--- src/rtl/pipe_stage_reg_pkg.sv ---
`default_nettype none
// ============================================================================
//  Module      : pipe_stage_reg_pkg
//  Description : Shared types, default sizes and the per-edge action decoder
//                for the pipeline boundary register.
//  Revision    : 1.0 - initial release
// ============================================================================
package pipe_stage_reg_pkg;

    // Default geometry of a SammingCPU stage boundary
    localparam int c_DATA_W_DEFAULT    = 190;
    localparam int c_SCRATCH_W_DEFAULT = 66;
    localparam int c_STALL_W_DEFAULT   = 6;
    localparam int c_STAGE_IDX_DEFAULT = 3;
    localparam int c_AGE_W_DEFAULT     = 8;
    localparam int c_PERF_W            = 32;

    // What the register does on a given rising edge
    typedef enum logic [2:0] {
        ACT_RESET   = 3'd0,
        ACT_FLUSH   = 3'd1,
        ACT_BUBBLE  = 3'd2,
        ACT_ADVANCE = 3'd3,
        ACT_HOLD    = 3'd4
    } stage_act_e;

    // Resolve rst > flush > bubble > advance > hold
    function automatic stage_act_e f_decode_act(
        input logic i_rst,
        input logic i_flush,
        input logic i_s_self,
        input logic i_s_next
    );
        stage_act_e v_act;
        if (i_rst)
            v_act = ACT_RESET;
        else if (i_flush)
            v_act = ACT_FLUSH;
        else if (!i_s_self)
            v_act = ACT_ADVANCE;
        else if (!i_s_next)
            v_act = ACT_BUBBLE;
        else
            v_act = ACT_HOLD;
        return v_act;
    endfunction

endpackage
`default_nettype wire

--- src/rtl/pipe_stage_reg_if.sv ---
`default_nettype none
// ============================================================================
//  Module      : pipe_stage_reg_if
//  Description : Stall/flush control plus payload/scratch bus crossing one
//                pipeline stage boundary.
//  Revision    : 1.0 - initial release
// ============================================================================
interface pipe_stage_reg_if
    import pipe_stage_reg_pkg::*;
#(
    parameter int DATA_W    = c_DATA_W_DEFAULT,
    parameter int SCRATCH_W = c_SCRATCH_W_DEFAULT,
    parameter int STALL_W   = c_STALL_W_DEFAULT,
    parameter int AGE_W     = c_AGE_W_DEFAULT
);

    logic [STALL_W-1:0]   stall;
    logic                 flush;
    logic                 in_valid;
    logic [DATA_W-1:0]    in_data;
    logic [SCRATCH_W-1:0] in_scratch;
    logic                 out_valid;
    logic [DATA_W-1:0]    out_data;
    logic [SCRATCH_W-1:0] out_scratch;
    logic [AGE_W-1:0]     stall_age;
    logic                 bubble_o;

    // Producer / control side
    modport master (
        output stall, flush, in_valid, in_data, in_scratch,
        input  out_valid, out_data, out_scratch, stall_age, bubble_o
    );

    // Boundary register side
    modport slave (
        input  stall, flush, in_valid, in_data, in_scratch,
        output out_valid, out_data, out_scratch, stall_age, bubble_o
    );

endinterface
`default_nettype wire

--- src/rtl/pipe_stage_reg_perf_cnt.sv ---
`default_nettype none
// ============================================================================
//  Module      : pipe_perf_cnt
//  Description : Free-running event counter, wraps modulo 2^WIDTH, cleared
//                only by reset.
//  Revision    : 1.0 - initial release
// ============================================================================
module pipe_perf_cnt #(
    parameter int WIDTH = 32
) (
    input  wire logic             clk,
    input  wire logic             rst,
    input  wire logic             i_inc,
    output logic      [WIDTH-1:0] o_count
);

    logic [WIDTH-1:0] r_count;

    // Count one per qualified event; natural wrap at the top
    always_ff @(posedge clk) begin
        if (rst)
            r_count <= '0;
        else if (i_inc)
            r_count <= r_count + WIDTH'(1);
    end

    assign o_count = r_count;

endmodule
`default_nettype wire

--- src/rtl/pipe_stage_reg.sv ---
`default_nettype none
// ============================================================================
//  Module      : pipe_stage_reg
//  Description : Parametrised pipeline boundary register. Latches payload and
//                valid, inserts bubbles, carries multi-cycle scratch state
//                back to a stalled producer and tracks stall age.
//                Optional macro PIPE_STAGE_PERF_EN adds bubble/flush counters.
//  Revision    : 1.0 - initial release
// ============================================================================
module pipe_stage_reg
    import pipe_stage_reg_pkg::*;
#(
    parameter int                  DATA_W      = c_DATA_W_DEFAULT,
    parameter int                  SCRATCH_W   = c_SCRATCH_W_DEFAULT,
    parameter int                  STALL_W     = c_STALL_W_DEFAULT,
    parameter int                  STAGE_IDX   = c_STAGE_IDX_DEFAULT,
    parameter logic [DATA_W-1:0]   NOP_PAYLOAD = '0,
    parameter int                  AGE_W       = c_AGE_W_DEFAULT
) (
    input  wire logic        clk,
    input  wire logic        rst,
    pipe_stage_reg_if.slave  bus
`ifdef PIPE_STAGE_PERF_EN
    ,
    output logic [c_PERF_W-1:0] perf_bubbles,
    output logic [c_PERF_W-1:0] perf_flushes
`endif
);

    // The consumer's stall bit must exist in the vector
    generate
        if (STAGE_IDX + 1 >= STALL_W) begin : g_bad_stage_idx
            $error("pipe_stage_reg: STAGE_IDX+1 must be below STALL_W");
        end
    endgenerate

    logic                 w_s_self;
    logic                 w_s_next;
    stage_act_e           w_act;
    logic [AGE_W-1:0]     w_age_inc;
    logic                 w_unused_stall;

    logic                 r_valid;
    logic [DATA_W-1:0]    r_data;
    logic [SCRATCH_W-1:0] r_scratch;
    logic [AGE_W-1:0]     r_age;
    logic                 r_bubble;

    assign w_s_self       = bus.stall[STAGE_IDX];
    assign w_s_next       = bus.stall[STAGE_IDX+1];
    assign w_unused_stall = ^bus.stall;

    // Decode this edge's action from the priority chain
    assign w_act = f_decode_act(rst, bus.flush, w_s_self, w_s_next);

    // Saturating increment: once all ones, age stays put
    assign w_age_inc = (r_age == {AGE_W{1'b1}}) ? r_age : r_age + AGE_W'(1);

    // Boundary state update; stalled edges keep payload and feed scratch back
    always_ff @(posedge clk) begin
        case (w_act)
            ACT_RESET, ACT_FLUSH: begin
                r_valid   <= 1'b0;
                r_data    <= NOP_PAYLOAD;
                r_scratch <= '0;
                r_age     <= '0;
                r_bubble  <= 1'b0;
            end
            ACT_BUBBLE: begin
                r_valid   <= 1'b0;
                r_data    <= NOP_PAYLOAD;
                r_scratch <= bus.in_scratch;
                r_age     <= w_age_inc;
                r_bubble  <= 1'b1;
            end
            ACT_ADVANCE: begin
                r_valid   <= bus.in_valid;
                r_data    <= bus.in_data;
                r_scratch <= '0;
                r_age     <= '0;
                r_bubble  <= 1'b0;
            end
            default: begin
                r_scratch <= bus.in_scratch;
                r_age     <= w_age_inc;
                r_bubble  <= 1'b0;
            end
        endcase
    end

    assign bus.out_valid   = r_valid;
    assign bus.out_data    = r_data;
    assign bus.out_scratch = r_scratch;
    assign bus.stall_age   = r_age;
    assign bus.bubble_o    = r_bubble;

`ifdef PIPE_STAGE_PERF_EN
    logic w_bubble_evt;
    logic w_flush_evt;

    // A flush only counts when it actually discards an instruction
    assign w_bubble_evt = (w_act == ACT_BUBBLE);
    assign w_flush_evt  = (w_act == ACT_FLUSH) && (r_valid || bus.in_valid);

    pipe_perf_cnt #(
        .WIDTH (c_PERF_W)
    ) u_perf_bubbles (
        .clk     (clk),
        .rst     (rst),
        .i_inc   (w_bubble_evt),
        .o_count (perf_bubbles)
    );

    pipe_perf_cnt #(
        .WIDTH (c_PERF_W)
    ) u_perf_flushes (
        .clk     (clk),
        .rst     (rst),
        .i_inc   (w_flush_evt),
        .o_count (perf_flushes)
    );
`endif

endmodule
`default_nettype wire

--- src/flat_wrapper.sv ---
// flat-port wrapper written by rule: the top's interface ports become plain ports
module pipe_stage_reg_flat import pipe_stage_reg_pkg::*;
#(
    parameter int                  DATA_W      = c_DATA_W_DEFAULT,
    parameter int                  SCRATCH_W   = c_SCRATCH_W_DEFAULT,
    parameter int                  STALL_W     = c_STALL_W_DEFAULT,
    parameter int                  STAGE_IDX   = c_STAGE_IDX_DEFAULT,
    parameter logic [DATA_W-1:0]   NOP_PAYLOAD = '0,
    parameter int                  AGE_W       = c_AGE_W_DEFAULT
)
  (clk, rst, bus_stall, bus_flush, bus_in_valid, bus_in_data, bus_in_scratch, bus_out_valid, bus_out_data, bus_out_scratch, bus_stall_age, bus_bubble_o);
  pipe_stage_reg_if #(.DATA_W(DATA_W), .SCRATCH_W(SCRATCH_W), .STALL_W(STALL_W), .AGE_W(AGE_W)) bus_i ();
  input  wire logic clk;
  input  wire logic rst;
  input wire logic [$bits(bus_i.stall)-1:0] bus_stall;
  input wire logic [$bits(bus_i.flush)-1:0] bus_flush;
  input wire logic [$bits(bus_i.in_valid)-1:0] bus_in_valid;
  input wire logic [$bits(bus_i.in_data)-1:0] bus_in_data;
  input wire logic [$bits(bus_i.in_scratch)-1:0] bus_in_scratch;
  output wire logic [$bits(bus_i.out_valid)-1:0] bus_out_valid;
  output wire logic [$bits(bus_i.out_data)-1:0] bus_out_data;
  output wire logic [$bits(bus_i.out_scratch)-1:0] bus_out_scratch;
  output wire logic [$bits(bus_i.stall_age)-1:0] bus_stall_age;
  output wire logic [$bits(bus_i.bubble_o)-1:0] bus_bubble_o;
  assign bus_i.stall = bus_stall;
  assign bus_i.flush = bus_flush;
  assign bus_i.in_valid = bus_in_valid;
  assign bus_i.in_data = bus_in_data;
  assign bus_i.in_scratch = bus_in_scratch;
  assign bus_out_valid = bus_i.out_valid;
  assign bus_out_data = bus_i.out_data;
  assign bus_out_scratch = bus_i.out_scratch;
  assign bus_stall_age = bus_i.stall_age;
  assign bus_bubble_o = bus_i.bubble_o;
  pipe_stage_reg #(.DATA_W(DATA_W), .SCRATCH_W(SCRATCH_W), .STALL_W(STALL_W), .STAGE_IDX(STAGE_IDX), .NOP_PAYLOAD(NOP_PAYLOAD), .AGE_W(AGE_W)) u_core (.clk(clk), .rst(rst), .bus(bus_i));
endmodule
--- config.mk ---
export PLATFORM = sky130hd
export DESIGN_NAME = pipe_stage_reg_flat
export DESIGN_NICKNAME = d
export VERILOG_FILES = /design/src/rtl/pipe_stage_reg_pkg.sv /design/src/rtl/pipe_stage_reg_if.sv /design/src/rtl/pipe_stage_reg_perf_cnt.sv /design/src/rtl/pipe_stage_reg.sv /design/src/flat_wrapper.sv
export SDC_FILE = /design/constraint.sdc
export NUM_CORES = 1
export LEC_CHECK = 0
export BUFFER_PORTS_ARGS = -buffer_cell sky130_fd_sc_hd__buf_2
export CAP_MARGIN = 20
export CORE_AREA = 2 2 209 211
export CTS_BUF_LIST = sky130_fd_sc_hd__clkbuf_2
export CTS_CLUSTER_DIAMETER = 40
export DETAILED_ROUTE_END_ITERATION = 10
export DIE_AREA = 0 0 211 213
export GPL_ROUTABILITY_DRIVEN = 0
export GPL_TIMING_DRIVEN = 0
export PLACE_DENSITY = 0.58
export SLEW_MARGIN = 5
export SYNTH_ARGS = -nofsm -noshare
export SYNTH_HDL_FRONTEND = slang
export SYNTH_HIERARCHICAL = 1
export SYNTH_SLANG_ARGS = --single-unit
--- constraint.sdc ---
create_clock -name clk -period 5.6 [get_ports clk]
set_input_delay 0.84 -clock clk [delete_from_list [all_inputs] [get_ports clk]]
set_output_delay 0.84 -clock clk [all_outputs]
set_load 0.02 [all_outputs]
[Word-level counts from Yosys, hierarchy flattened]
Cells that the tools add are included.
Operators by class
  eq/ne operators: 4
  magnitude comparators: 0
  div/mod/pow operators: 0
  bitwise logic cells: 0
  shift-type cells: 0
  muxes and demuxes: 7
  multiply operators: 0
  $add $sub $neg: 1
  reduce and logical (&&, ||, !) cells: 4
Operators with widths (count)
  $pmux 190 s2: 1
  $mux 3: 4
  $add 8x1->8 const B: 1
  $eq 8x8->1 const B: 1
  $eq 3x2->1 const B: 2
  $reduce_or 3->1: 2
  $eq 3x1->1 const B: 1
  $logic_not 3->1: 1
  $pmux 1 s2: 1
  $reduce_bool 2->1: 1
  $mux 1: 1
Storage, ports and cells
  latch bits: 0
  memory bits (writable): 0
  output and inout port bits: 266
  memories: 0
  ROM bits: 0
  word-level logic and storage cells: 21
  register bits: 266

[Logic depth before layout (Yosys ltp)]
Gate-level depths: netlist of run 1.
  depth in word-level cells: 7
  gate-level depth with buffers: 4
  depth with buffers taken out: 4

[Worst setup path before layout of run 1]
No wires, ideal clock.
  kind: input port to flip-flop
  start point: input bus_flush
  end point: register u_core.r_data[0] (netlist: u_core/bus.out_data[0]), enable pin
  cell stages on the path: 3
  setup slack: -0.392 ns
  data arrival time: 4.455 ns
  library setup time: 1.536 ns
  cells stage by stage: nor3b_4 clkbuf_1 nand2_1
On the way
  cells in the longest elaborated chain, start to end: 5
  elaborated cells on any way between the ends: 8
RTL lines
  start: declaration: RTL line flat_wrapper.sv:16  | input wire logic [$bits(bus_i.flush)-1:0] bus_flush;
  $mux 3 *: RTL line pipe_stage_reg_pkg.sv:37  | else if (i_flush)
  $mux 3 *: RTL line pipe_stage_reg_pkg.sv:35  | if (i_rst)
  $eq 3x1->1, or another cell as far along: RTL line pipe_stage_reg.sv:61  | case (w_act)
  $reduce_or 3->1 (no source line)
  $reduce_bool 2->1 (no source line) *
  end signal: assignment: RTL line pipe_stage_reg.sv:78  | r_data <= bus.in_data;
  end: declaration: RTL line pipe_stage_reg.sv:44  | logic [DATA_W-1:0] r_data;
Every way passes the cells marked *; elsewhere a longest branch is shown, timed or not.
A chain may end at the register's enable or synchronous reset.

[Worst setup path in the final report of run 1]
  start point: register u_core.r_age[0] (netlist: u_core/bus.stall_age[0])
  end point: output bus_stall_age[0]
RTL lines
  start: declaration: RTL line pipe_stage_reg.sv:46  | logic [AGE_W-1:0] r_age;
  start signal: assignment: RTL line pipe_stage_reg.sv:73  | r_age <= w_age_inc;
  start signal: assignment: RTL line pipe_stage_reg.sv:85  | r_age <= w_age_inc;
  end: declaration: RTL line flat_wrapper.sv:23  | output wire logic [$bits(bus_i.stall_age)-1:0] bus_stall_age;
No word-level cell between the ends.

==> impl_metrics.env, run 1 <==
export IMPL_clock_fmax_ghz=0.401
export IMPL_crit_family="flip-flops"
export IMPL_synth_net_count=859
export IMPL_grt_pass1_wl_um=47800
export IMPL_intPower_mw=3.00
export IMPL_p_leak_nw=7.77
export IMPL_avgSynthCellArea_um2=15.6
export IMPL_fillCellCount=4147
export IMPL_clock_latency_ns=0.93
export IMPL_yosysSeqAreaShare=0.783
export IMPL_min_delay_start="bus_in_data[79]"
export IMPL_r2r_slack_ns=4.10
export IMPL_final_hold_violation_count=0
export IMPL_synth_compound_area_share=0.00731
export IMPL_cp_max_fo=8
export IMPL_clkSinkCount=266
export IMPL_critical_path_max_stage_delay_ns=0.49
export IMPL_ir_worst_vdd_uv=147
export IMPL_final_util=0.366
export IMPL_cp_cell_sequence="buf_2"
export IMPL_yosysWarnings=6
export IMPL_grt_max_degree=110
export IMPL_cts_tree="built"
export IMPL_drc=0
export IMPL_die_w_um=211
export IMPL_p_clk_frac=0.335
export IMPL_slew_headroom=0.503
export IMPL_crit_path_start="u_core/bus.stall_age[0]$_SDFFE_PP0P_"
export IMPL_start_util=0.217
export IMPL_pwr_share_seq=0.539
export IMPL_final_max_slew_viol_count=0
export IMPL_synth_top_family_by_area="simple AND/OR/NAND/NOR gates"
export IMPL_cp_slowest_cell="dfxtp_1"
export IMPL_final_cells=2040
export IMPL_synthXorXnorAreaFrac=0
export IMPL_worst_setup_path_start_kind="flop"
export IMPL_ys_seq_elements=266
export IMPL_worst_hold_slack_ns=0.208
export IMPL_netlist_area_um2=9250
export IMPL_first_global_vias=8571
export IMPL_multi_input_area_um2=1880
export IMPL_dpl_cell_area_um2=12600
export IMPL_final_cell_mix="buf_2, and2_1, dlygate4sd3_1"
export IMPL_syn_inst=592
export IMPL_final_seq_area_um2=7240
export IMPL_antenna_left=0
export IMPL_tightest_slew_ns=0.745
export IMPL_crit_arrival_ns=1.65
export IMPL_htreeDepth=3
export IMPL_dieArea_um2=44900
export IMPL_fin_crit_ns=2.49
export IMPL_power_density_nw_per_um2=262
export IMPL_viasPerCell=3.92
export IMPL_synth_distinct_cells=23
export IMPL_io_pin_count=532
export IMPL_drtIter0Drc=428
export IMPL_hp_class="in -> reg"
export IMPL_num_rows=76
export IMPL_fin_area_um2=15600
export IMPL_drive_above_1_share=0.457
export IMPL_crit_required_ns=4.76
export IMPL_clockBufferDepth=3
export IMPL_clk_pin_slew_ns=0.12
export IMPL_cts_root_buf="clkbuf_2"
export IMPL_final_common_cell="buf_2"
export IMPL_routedWlPerCell_um=16.5
export IMPL_coreArea_um2=42700
export IMPL_setup_violations=0
export IMPL_synth_area_mux_share=0
export IMPL_synth_simple_area_share=0.193
export IMPL_setup_tns_ns=0
export IMPL_netSwitchingFraction=0.268
export IMPL_status="completed"
export IMPL_finalWirelength_um=33600
export IMPL_post_cts_setup_buffers=0
export IMPL_fp_dieH_um=213
export IMPL_cp_num_buf_inv=1
export IMPL_finalClockSkew_ns=0.0245
export IMPL_antenna_found_initial=7
export IMPL_maxCapViolations=0
export IMPL_drtPass1Iterations=4
export IMPL_place_hpwl_um=22900
export IMPL_cts_buffers=76
export IMPL_finalCritPeriodShare=0.445
export IMPL_finalNetCount=1702
export IMPL_p_comb_frac=0.126
export IMPL_rsz0062_at_grt="no"
export IMPL_grt_usage=0.144
export IMPL_port_buffers=527
export IMPL_place_inst=1666
export IMPL_overflow=0
export IMPL_synth_fa_ha_area_frac=0.00135
export IMPL_crit_type="reg -> out"
export IMPL_end_kind="output port"
export IMPL_p_sw_mw=1.10
export IMPL_areaGrowthSynthToFinish_pct=69.2
export IMPL_vias=8004
export IMPL_r2r_start="u_core/bus.stall_age[0]$_SDFFE_PP0P_"
-- final cells by class --
cell class / count / area share
Antenna cell: 6 / 0.000960
Buffer: 28 / 0.00944
Clock buffer: 120 / 0.0384
Clock inverter: 11 / 0.00312
Multi-Input combinational cell: 298 / 0.120
Sequential cell: 266 / 0.463
Tap cell: 546 / 0.0437
Timing Repair Buffer: 765 / 0.322
-- synth_stat cells, drive strengths merged --
cell | instances | area [um^2]
a21boi | 1 | 7.51
nand4b | 1 | 8.76
and2 | 257 | 1610
dfxtp | 75 | 1500
nor2 | 2 | 7.51
nand4 | 2 | 12.5
nor3 | 8 | 45.0
buf | 4 | 33.8
nand3 | 3 | 15.0
and3 | 4 | 25.0
edfxtp | 191 | 5740
clkbuf | 24 | 114
nand2 | 4 | 15.0
o21ai | 3 | 15.0
nor3b | 2 | 26.3
and4 | 2 | 17.5
a21oi | 4 | 20.0
a31oi | 4 | 25.0
ha | 1 | 12.5
-- worst paths after layout --
check,to,cells after the start
hold reg to reg,u_core/bus.stall_age[4]$_SDFFE_PP0P_,1
hold / removal,u_core/bus.out_data[79]$_SDFFCE_PN0P_,2
setup reg to reg,u_core/bus.stall_age[1]$_SDFFE_PP0P_,4
setup / recovery,bus_stall_age[0],1
-- flip-flops by register name (all words and copies together) (netlist names) --
register,count
u_core/bus.stall_age,8
u_core/bus.bubble_o,1
u_core/bus.out_scratch,66
u_core/bus.out_valid,1
u_core/bus.out_data,190
-- routing by layer --
metal | GRT usage | vias to the layer above | share of wire
li1 | - | 3767 | -
met3 | 0.0565 | 71 | 0.094
met1 | 0.144 | 3702 | 0.36
met2 | 0.247 | 460 | 0.50
met5 | 0 | - | 0.00098
met4 | 0.0981 | 4 | 0.046
-- logic make-up (layout without fill, tap and decap cells) --
logic type | Yosys count | count (layout)
and+or+nand+nor | 285 | 285
adders and majority gates | 1 | 1
other | 0 | 6
buffers and inverters | 28 | 924
DFF | 266 | 266
AOI/OAI and AO/OA | 12 | 12
-- power by group through the flow --
stage | combinational [mW] | sequential [mW] | clock [mW]
2_1_floorplan | 0.0582 | 2.37 | 0
3_3_place_gp | 0.374 | 2.26 | 0
3_5_place_dp | 0.378 | 2.25 | 0
4_1_cts | 0.513 | 2.21 | 1.45
5_1_grt | 0.548 | 2.22 | 1.55
6_report | 0.515 | 2.21 | 1.37
-- stage by stage --
step	setup WS (ns)	power (mW)
6_report	3.11	4.09
2_1_floorplan	1.56	2.43
3_5_place_dp	2.36	2.63
4_1_cts	2.84	4.17
5_1_grt	2.91	4.31
3_3_place_gp	-0.152	2.63
-- repair_timing --
item	in CTS	in global routing
endpoints found under the hold margin	237	0
setup endpoints to repair	0	0
gates resized for setup	0	0
hold buffers	237	0
No activity file was read; power rests on OpenSTA's default activity.
==> run 2, diff against run 1 <==
--- a/config.mk
+++ b/config.mk
@@ -14,7 +14,7 @@
 export DIE_AREA = 0 0 211 213
 export GPL_ROUTABILITY_DRIVEN = 0
 export GPL_TIMING_DRIVEN = 0
-export PLACE_DENSITY = 0.58
+export PLACE_DENSITY = 0.56
 export SLEW_MARGIN = 5
 export SYNTH_ARGS = -nofsm -noshare
 export SYNTH_HDL_FRONTEND = slang
==> constraint.sdc (replaced) <==
create_clock -name clk -period 2.35 [get_ports clk]
set_input_delay 0.3525 -clock clk [delete_from_list [all_inputs] [get_ports clk]]
set_output_delay 0.3525 -clock clk [all_outputs]
set_load 0.02 [all_outputs]
==> impl_metrics.env, run 2 <==
export IMPL_place_hpwl_um=23400
export IMPL_pre_cts_slack_ns=-0.443
export IMPL_post_cts_setup_buffers=0
export IMPL_netlist_area_um2=9250
export IMPL_synth_net_count=859
export IMPL_yosys_area_top_type="edfxtp_1"
export IMPL_fp_dieH_um=213
export IMPL_clockBufferDepth=3
export IMPL_stop_stage="clock tree synthesis (4_1_cts)"
export IMPL_synth_most_common_cell="and2_1"
export IMPL_io_pin_count=532
export IMPL_die_w_um=211
export IMPL_async_reset_ff_frac=0
export IMPL_cts_resized=0
export IMPL_clkSinkCount=266
export IMPL_port_buffers=527
export IMPL_start_util=0.217
export IMPL_htreeDepth=3
export IMPL_syn_inst=592
export IMPL_synth_top_cell_area_share=0.620
export IMPL_synth_edf_count=191
export IMPL_hold_buffers=362
export IMPL_yosysWarnings=6
export IMPL_cts_root_buf="clkbuf_2"
export IMPL_cts_buffers=76
export IMPL_synth_distinct_cells=23
export IMPL_synth_commonest_cells="and2_1, edfxtp_1, dfxtp_1"
export IMPL_yosysSeqAreaShare=0.783
export IMPL_ys_seq_elements=266
export IMPL_num_rows=76
export IMPL_avgSynthCellArea_um2=15.6
export IMPL_synth_main_ff_cell="edfxtp_1"
export IMPL_status="did not finish"
export IMPL_synthTopCellsByArea="edfxtp_1, and2_1, dfxtp_1"
export IMPL_stop_error="[ERROR RSZ-0060] Max buffer count reached."
-- run 2: logic make-up after synthesis --
group                    after synthesis  synth area share
AND/OR/NAND/NOR                      285             0.193
flip-flops                           266             0.783
buffers and inverters                 28            0.0160
AO/OA/AOI/OAI                         12           0.00731
adder cells (fa/ha/maj)                1           0.00135
-- run 2: metrics by stage --
| step | util | area [um^2] | std cells |
|---|---|---|---|
| after global placement | 0.295 | 12600 | 1665 |
| after floorplan | - | 9260 | 592 |
| after detailed placement | 0.295 | 12600 | 1666 |
==> run 3, diff against run 2 <==
--- a/config.mk
+++ b/config.mk
@@ -7,14 +7,11 @@
 export LEC_CHECK = 0
 export BUFFER_PORTS_ARGS = -buffer_cell sky130_fd_sc_hd__buf_2
 export CAP_MARGIN = 20
-export CORE_AREA = 2 2 209 211
-export CTS_BUF_LIST = sky130_fd_sc_hd__clkbuf_2
-export CTS_CLUSTER_DIAMETER = 40
+export CORE_UTILIZATION = 20
 export DETAILED_ROUTE_END_ITERATION = 10
-export DIE_AREA = 0 0 211 213
 export GPL_ROUTABILITY_DRIVEN = 0
 export GPL_TIMING_DRIVEN = 0
-export PLACE_DENSITY = 0.56
+export PLACE_DENSITY_LB_ADDON = 0.15
 export SLEW_MARGIN = 5
 export SYNTH_ARGS = -nofsm -noshare
 export SYNTH_HDL_FRONTEND = slang
==> impl_metrics.env, run 3 (synthesis results as in run 1) <==
export IMPL_finalClockSkew_ns=0.000568
export IMPL_final_cell_mix="buf_2, and2_1, edfxtp_1"
export IMPL_start_util=0.203
export IMPL_fin_crit_ns=1.99
export IMPL_wl_met1_um=11600
export IMPL_ir_worst_vdd_uv=480
export IMPL_cp_slowest_cell="nor3b_4"
export IMPL_num_rows=78
export IMPL_cp_cell_sequence="buf_2 > nor3b_4 > clkbuf_2 > nand2_8 > buf_16"
export IMPL_dieArea_um2=47100
export IMPL_cts_root_buf="clkbuf_16"
export IMPL_routed_top_layer="met5"
export IMPL_crit_required_ns=2.51
export IMPL_io_pin_count=532
export IMPL_critical_path_max_stage_delay_ns=0.43
export IMPL_post_cts_setup_buffers=0
export IMPL_grt_pass1_wl_um=43100
export IMPL_fp_dieH_um=217
export IMPL_die_w_um=217
export IMPL_setup_ws_ns=0.359
export IMPL_drtPass1Iterations=4
export IMPL_final_cells=1833
export IMPL_cts_tree="built"
export IMPL_htreeDepth=2
export IMPL_maxCapViolations=0
export IMPL_vias=6837
export IMPL_cp_max_fo=98
export IMPL_drc=0
export IMPL_coreArea_um2=45500
export IMPL_place_inst=1720
export IMPL_crit_arrival_ns=2.15
export IMPL_slew_headroom=0.512
export IMPL_place_hpwl_um=22300
export IMPL_min_delay_start="bus_in_scratch[14]"
export IMPL_final_hold_violation_count=0
export IMPL_port_buffers=527
export IMPL_final_max_slew_viol_count=0
export IMPL_crit_type="in -> reg"
export IMPL_r2r_start="u_core/bus.stall_age[1]$_SDFFE_PP0P_"
export IMPL_finalWirelength_um=30400
export IMPL_clkSinkCount=266
export IMPL_pre_cts_slack_ns=-0.532
export IMPL_clock_latency_ns=0.53
export IMPL_finalCritPeriodShare=0.847
export IMPL_clock_fmax_ghz=0.502
export IMPL_routedWlPerCell_um=16.6
export IMPL_first_global_vias=7059
export IMPL_route_met2_wl_um=14400
export IMPL_clockBufferDepth=3
export IMPL_p_leak_nw=7.00
export IMPL_antenna_found_initial=6
export IMPL_rsz0062_at_grt="no"
export IMPL_setup_violations=0
export IMPL_worst_setup_path_start_kind="input port"
export IMPL_clk_pin_slew_ns=0.06
export IMPL_r2r_end="u_core/bus.stall_age[6]$_SDFFE_PP0P_"
export IMPL_largest_register_ffs=190
export IMPL_power_density_nw_per_um2=791
export IMPL_crit_path_start="bus_flush"
export IMPL_wl_met3_um=3700
export IMPL_hp_class="in -> reg"
export IMPL_drive_above_1_share=0.491
export IMPL_fin_area_um2=14300
export IMPL_final_common_cell="buf_2"
export IMPL_areaGrowthSynthToFinish_pct=54.6
export IMPL_grt_usage=0.123
export IMPL_overflow=0
export IMPL_drtIter0Drc=352
export IMPL_antenna_left=0
export IMPL_status="completed"
export IMPL_r2r_slack_ns=0.89
export IMPL_end_kind="flop"
export IMPL_finalNetCount=1474
export IMPL_cts_buffers=34
export IMPL_setup_tns_ns=0
export IMPL_dpl_cell_area_um2=12700
export IMPL_tightest_slew_ns=0.732
export IMPL_crit_path_end="u_core/bus.out_data[77]$_SDFFCE_PN0P_"
export IMPL_r2r_cells=4
export IMPL_grt_max_degree=99
export IMPL_viasPerCell=3.73
-- run 3: worst min path at each step --
stage	endpoint	slack [ns]	cells after the start
finish	u_core/bus.out_scratch[14]$_SDFF_PP0_	0.04	2
global route	u_core/bus.out_scratch[13]$_SDFF_PP0_	0.02	2
CTS	u_core/bus.out_scratch[14]$_SDFF_PP0_	0.00001	2
detailed placement	u_core/bus.stall_age[4]$_SDFFE_PP0P_	0.55	1
global placement	u_core/bus.stall_age[4]$_SDFFE_PP0P_	0.54	1
floorplan	u_core/bus.bubble_o$_DFF_P_	0.42	1
-- run 3: power by group --
part           internal, mW  switching (mW)
clock network          3.09            2.00
logic                 0.409           0.546
registers              5.21          0.0474
-- run 3: per-stage QoR --
step	utilization	total power, mW	hold WS (ns)
after floorplan	-	5.77	0.425
after global placement	0.278	6.26	0.540
after detailed placement	0.279	6.26	0.549
after CTS	0.314	11.6	0.0000130
after global routing	0.314	11.8	0.0151
final	0.314	11.3	0.0369
-- run 3: layout make-up --
class	count	area, um^2
fillers	4732	31200
flip-flops and latches	266	7240
repair buffers	578	3170
multi-input cells	299	1890
clock buffers	49	1010
well taps	600	751
plain buffers	28	149
clock inverters	10	81.3
diodes	3	7.51
-- run 3: repair_timing --
| action | 4_1_cts | 5_1_grt |
|---|---|---|
| setup endpoints to repair | 0 | 71 |
| hold buffers | 50 | 0 |
| endpoints found under the hold margin | 50 | 0 |
| resized for setup | 0 | 2 |
-- run 3: routing by layer --
| metal | vias to the layer above | global-route usage |
|---|---|---|
| met3 | 45 | 0.0591 |
| met1 | 3165 | 0.135 |
| met2 | 368 | 0.204 |
| li1 | 3253 | - |
| met5 | - | 0 |
| met4 | 6 | 0.0462 |
-- run 3: critical path: cells and delay by family --
family        cells  cell delay [ns]
simple gates      2             0.73
buf+inv           3             0.90
